## src/rtl/alu_muldiv_sequencer.sv

```systemverilog
// alu_muldiv_sequencer
// Multi-cycle unsigned multiply/divide controller that borrows the processor's
// N-bit ALU. MULU runs shift-add; DIVU runs restoring subtract-shift. Each
// operation takes N iteration cycles plus one done cycle. Divide-by-zero
// completes immediately without touching the ALU.
module alu_muldiv_sequencer #(
  parameter int         N      = 4,
  parameter logic [3:0] OP_ADD = 4'b0010
) (
  input  logic         clk_i,
  input  logic         rst_n_i,
  input  logic         start_i,
  input  logic         op_i,
  input  logic [N-1:0] a_i,
  input  logic [N-1:0] b_i,
  output logic         busy_o,
  output logic         done_o,
  output logic [N-1:0] result_lo_o,
  output logic [N-1:0] result_hi_o,
  output logic         div_zero_o,
  output logic [N-1:0] alu_a_o,
  output logic [N-1:0] alu_b_o,
  output logic         alu_c_o,
  output logic         alu_invert_o,
  output logic [3:0]   alu_op_o,
  input  logic [N-1:0] alu_result_i,
  input  logic         alu_c_i
);

  localparam int CW = $clog2(N) + 1;
  localparam logic [CW-1:0] LAST_ITER = CW'(N - 1);

  typedef enum logic [1:0] {
    S_IDLE = 2'd0,
    S_MUL  = 2'd1,
    S_DIV  = 2'd2,
    S_DONE = 2'd3
  } state_t;

  state_t        state_q, state_d;
  logic [N-1:0]  acc_q, acc_d;
  logic [N-1:0]  q_q, q_d;
  logic [N-1:0]  opnd_q, opnd_d;
  logic [CW-1:0] cnt_q, cnt_d;
  logic [N-1:0]  res_lo_q, res_lo_d;
  logic [N-1:0]  res_hi_q, res_hi_d;
  logic          dz_q, dz_d;

  // Iteration helpers. The multiply sum is the ALU's N+1 bit result; the
  // divide step works on the partial remainder shifted left by one, where the
  // bit shifted out of acc (ov) means the shifted value already exceeds opnd.
  logic [N:0]   mul_sum;
  logic [N-1:0] div_sh;
  logic         div_ov;
  logic         div_take;
  logic         last_iter;

  assign mul_sum   = {alu_c_i, alu_result_i};
  assign div_sh    = {acc_q[N-2:0], q_q[N-1]};
  assign div_ov    = acc_q[N-1];
  assign div_take  = div_ov | alu_c_i;
  assign last_iter = (cnt_q == LAST_ITER);

  assign busy_o      = (state_q != S_IDLE);
  assign done_o      = (state_q == S_DONE);
  assign result_lo_o = res_lo_q;
  assign result_hi_o = res_hi_q;
  assign div_zero_o  = dz_q;
  assign alu_op_o    = OP_ADD;

  // ALU operand steering, driven only from state and registers
  always_comb begin
    alu_a_o      = '0;
    alu_b_o      = '0;
    alu_c_o      = 1'b0;
    alu_invert_o = 1'b0;
    case (state_q)
      S_MUL: begin
        alu_a_o = acc_q;
        alu_b_o = q_q[0] ? opnd_q : '0;
      end
      S_DIV: begin
        alu_a_o      = div_sh;
        alu_b_o      = opnd_q;
        alu_c_o      = 1'b1;
        alu_invert_o = 1'b1;
      end
      default: ;
    endcase
  end

  // Next-state and datapath update
  always_comb begin
    state_d  = state_q;
    acc_d    = acc_q;
    q_d      = q_q;
    opnd_d   = opnd_q;
    cnt_d    = cnt_q;
    res_lo_d = res_lo_q;
    res_hi_d = res_hi_q;
    dz_d     = dz_q;
    case (state_q)
      S_IDLE: begin
        if (start_i) begin
          acc_d  = '0;
          q_d    = a_i;
          opnd_d = b_i;
          cnt_d  = '0;
          if (!op_i) begin
            state_d = S_MUL;
          end else if (b_i != '0) begin
            state_d = S_DIV;
          end else begin
            // Divide by zero completes at accept; the ALU is never used.
            state_d  = S_DONE;
            res_lo_d = '1;
            res_hi_d = a_i;
            dz_d     = 1'b1;
          end
        end
      end
      S_MUL: begin
        acc_d = mul_sum[N:1];
        q_d   = {mul_sum[0], q_q[N-1:1]};
        cnt_d = cnt_q + CW'(1);
        if (last_iter) begin
          state_d  = S_DONE;
          res_hi_d = mul_sum[N:1];
          res_lo_d = {mul_sum[0], q_q[N-1:1]};
          dz_d     = 1'b0;
        end
      end
      S_DIV: begin
        acc_d = div_take ? alu_result_i : div_sh;
        q_d   = {q_q[N-2:0], div_take};
        cnt_d = cnt_q + CW'(1);
        if (last_iter) begin
          state_d  = S_DONE;
          res_hi_d = div_take ? alu_result_i : div_sh;
          res_lo_d = {q_q[N-2:0], div_take};
          dz_d     = 1'b0;
        end
      end
      S_DONE: begin
        state_d = S_IDLE;
      end
      default: begin
        state_d = S_IDLE;
      end
    endcase
  end

  // State and datapath registers with synchronous active-low reset
  always_ff @(posedge clk_i) begin
    if (!rst_n_i) begin
      state_q  <= S_IDLE;
      acc_q    <= '0;
      q_q      <= '0;
      opnd_q   <= '0;
      cnt_q    <= '0;
      res_lo_q <= '0;
      res_hi_q <= '0;
      dz_q     <= 1'b0;
    end else begin
      state_q  <= state_d;
      acc_q    <= acc_d;
      q_q      <= q_d;
      opnd_q   <= opnd_d;
      cnt_q    <= cnt_d;
      res_lo_q <= res_lo_d;
      res_hi_q <= res_hi_d;
      dz_q     <= dz_d;
    end
  end

endmodule

```

## config.mk

```make
export PLATFORM = sky130hd
export DESIGN_NAME = alu_muldiv_sequencer
export DESIGN_NICKNAME = d
export VERILOG_FILES = /design/src/rtl/alu_muldiv_sequencer.sv
export SDC_FILE = /design/constraint.sdc
export NUM_CORES = 1
export LEC_CHECK = 0
export CORE_ASPECT_RATIO = 1.4
export CORE_UTILIZATION = 48
export CTS_CLUSTER_DIAMETER = 40
export DETAILED_ROUTE_END_ITERATION = 10
export GPL_TIMING_DRIVEN = 1
export MAX_ROUTING_LAYER = met4
export PLACE_DENSITY = 0.8
export SYNTH_ARGS = -nofsm -noshare
export SYNTH_HDL_FRONTEND = slang
export SYNTH_SLANG_ARGS = --single-unit
export TNS_END_PERCENT = 100
```

## constraint.sdc

```tcl
create_clock -name clk_i -period 2.5 [get_ports clk_i]
set_input_delay 0.375 -clock clk_i [delete_from_list [all_inputs] [get_ports clk_i]]
set_output_delay 0.375 -clock clk_i [all_outputs]
set_load 0.1 [all_outputs]
```

==> impl_metrics.py <==
metrics = {
    "cells_and_area": {
        "final_cell_mix": "nand2_1 (30), dfxtp_1 (26), buf_4 (18), clkdlybuf4s50_1 (16), nor2b_1 (11)",
        "postLayoutCoreUtil_pct": 68.0,
        "layout_commonest_cell": "nand2_1",
        "drive_gt1_share_pct": 24.5,
        "areaGrowthSynthToFinish_pct": 35.9,
        "fin_area_um2": 2100,
        "diodes": 0,
        "finalNetCount": 243,
    },
    "synth": {
        "synth.distinct_cells": 35,
        "synth-seq-area-share_pct": 33.7,
        "ys_ff_latch": 26,
        "synth_area_um2": 1550,
        "syn_inst": 183,
        "yosysWarnings": 0,
        "syn_area_per_cell_um2": 8.45,
    },
    "placement": {
        "dp_slack_ns": 0.178,
        "place_area_um2": 2030,
        "place.gp.congestion": 0.831,
        "dpl.hpwl_um": 2850,
        "portBuffers": 37,
    },
    "clocking": {
        "cts_htree_levels": 1,
        "clkTransAtPathRegs_ns": 0.09,
        "clock_latency_ns": 0.27,
        "cts_resized": 0,
        "hold_buffers": 0,
        "cts_tree": "done",
        "cts_root_buffer": "clkbuf_8",
        "clockBufferDepth": 2,
        "post_cts_buffers": 0,
        "cts_buffers": 3,
        "cts.sink_count": 26,
    },
    "route": {
        "dr.pass1.iters": 4,
        "drcViolationCount": 0,
        "avgRoutedWirePerCell_um": 15.0,
        "num_vias": 1442,
        "drt_iter0_drc": 98,
        "drt_wl_total_um": 3830,
        "ant_nets": 0,
        "viasPerCell": 5.65,
    },
    "worst_setup_path": {
        "critical_path.top_delay_family": "adder cells",
        "r2r_start": "state_q[1]",
        "critPathKind": "register to primary output",
        "cp_slowest_cell": "ha_2",
        "cp.arrival_ns": 1.90,
        "end_kind": "primary output",
        "cp_num_buf_inv": 3,
        "cp_common_cell": "inv_1",
        "cp_cell_sequence": "inv_1 -> ha_2 -> inv_1 -> nor2_2 -> and2_2 -> buf_12",
        "start_kind": "register",
        "cp_max_fo": 9,
        "crit_required_ns": 2.12,
        "crit_start": "state_q[1]",
        "max_stage_delay_ns": 0.45,
        "reg2reg_slack_ns": 0.39,
    },
    "grt": {
        "grt_max_degree": 31,
        "antenna_found_initial": 0,
        "grt-ovfl-total": 0,
        "grtUsageTotal_pct": 24.1,
        "grt_pass1_wl_um": 6190,
        "grt_pass1_vias": 1348,
    },
    "floorplan": {
        "die_area_um2": 3460,
        "core_um2": 3090,
        "die_w_um": 50.0,
        "io-pin-count": 42,
        "initial_core_util_pct": 50.0,
        "rows": 24,
        "dieHeight_um": 69.2,
    },
    "timing": {
        "setup_viol": 0,
        "fin_skew_ns": 0.00618,
        "setup_ws_ns": 0.221,
        "grt_setup_unrepaired": "false",
        "drv_slew": 0,
        "max_freq_mhz": 439,
        "fin_crit_ns": 2.28,
        "worst_pin_slew_ns": 0.553,
        "slew_headroom_pct": 62.1,
        "period_share_pct": 91.2,
        "finalHoldViolations": 0,
    },
    "power": {
        "ir_worst_vdd_mv": 0.817,
        "power_w": 0.00275,
        "powerDensity_nw_per_um2": 1310,
        "p_leak_nw": 0.868,
    },
    "hold_path": {
        "hp-start": "opnd_q[1]",
        "hp-class": "register to register",
    },
    "flow_run": {
        "max_cap_viol_count": 0,
    },
    "outcome": {
        "status": "finished, final reports clean",
    },
}
## flip-flops by register name (all words and copies together) (netlist names)
register,cells
result_hi_o,4
q_q,4
acc_q,4
opnd_q,4
state_q,2
div_zero_o,1
result_lo_o,4
cnt_q,3
## area by class of cell
type / count / area (um^2)
clock inverters: 1 / 30.0
clock buffers: 3 / 41.3
flip-flops and latches: 26 / 520
fillers: 259 / 991
well taps: 39 / 48.8
repair buffers: 43 / 475
inverters: 6 / 22.5
multi-input cells: 137 / 963
## report_power, final
group | leakage [nW] | total, W | switching (W) | internal [W]
sequential | 0.212 | 0.000600 | 0.0000795 | 0.000521
combinational | 0.621 | 0.00180 | 0.00126 | 0.000541
clock | 0.0357 | 0.000351 | 0.000136 | 0.000214
## worst paths after layout
| check | depth (start not counted) | endpoint |
|---|---|---|
| worst max-delay path | 6 | alu_b_o[0] |
| worst min-delay path | 2 | opnd_q[1] |
| worst max register to register | 7 | q_q[0] |
| worst min register to register | 2 | opnd_q[1] |
## worst register-to-register path, stage by stage, from the launching register on
cell      delay, ns
dfxtp_1        0.41
inv_1          0.13
ha_2           0.45
inv_1          0.11
buf_4          0.19
a221oi_1       0.39
o31ai_1        0.16
and2_1         0.18
## logic make-up after synthesis
logic type,share of synthesized area [%]
compound gates,28.6
fa+ha+maj,7.28
buf+inv,7.12
flops,33.7
mux,1.29
other cells,0.486
simple gates,21.5
## metal layers
layer	vias up	GRT usage (%)	share of wire (%)
met5	-	-	0
met4	0	9.84	3.3
met3	13	3.75	5.6
met2	62	42.6	54
met1	671	25.8	37
li1	696	-	-
## per-stage QoR
stage | setup TNS, ns | cells | hold slack [ns]
2_1_floorplan | -0.112 | 185 | 0.439
3_3_place_gp | 0 | 251 | 0.450
3_5_place_dp | 0 | 251 | 0.454
4_1_cts | 0 | 255 | 0.467
5_1_grt | 0 | 255 | 0.487
6_report | 0 | 255 | 0.465
## synth_stat cells
master | count | share of area (%)
nor2b_1 | 11 | 4.5
o21ba_2 | 1 | 0.65
a21oi_1 | 5 | 1.6
nand3_1 | 5 | 1.6
a31o_2 | 1 | 0.57
a22oi_1 | 7 | 3.4
ha_1 | 9 | 7.3
or4_4 | 1 | 0.73
o221ai_1 | 1 | 0.57
o21a_1 | 2 | 0.97
nor2_1 | 9 | 2.2
o21ai_0 | 2 | 0.65
o31ai_1 | 4 | 1.9
nand2_1 | 30 | 7.3
a2111oi_4 | 1 | 1.8
buf_6 | 1 | 0.73
inv_1 | 6 | 1.5
clkbuf_1 | 8 | 1.9
o21ai_2 | 3 | 1.7
or2_2 | 1 | 0.40
a211oi_1 | 1 | 0.49
conb_1 | 2 | 0.49
a221oi_1 | 4 | 2.3
buf_2 | 1 | 0.32
a31oi_1 | 1 | 0.40
nand2b_1 | 1 | 0.40
o211ai_1 | 7 | 3.4
o211a_1 | 6 | 3.9
dfxtp_1 | 26 | 34
and2_1 | 11 | 4.5
mux2i_1 | 2 | 1.3
buf_1 | 1 | 0.24
o211ai_2 | 3 | 2.4
buf_4 | 5 | 2.4
a21boi_0 | 4 | 1.9
Power figures use the tool's default switching activity.
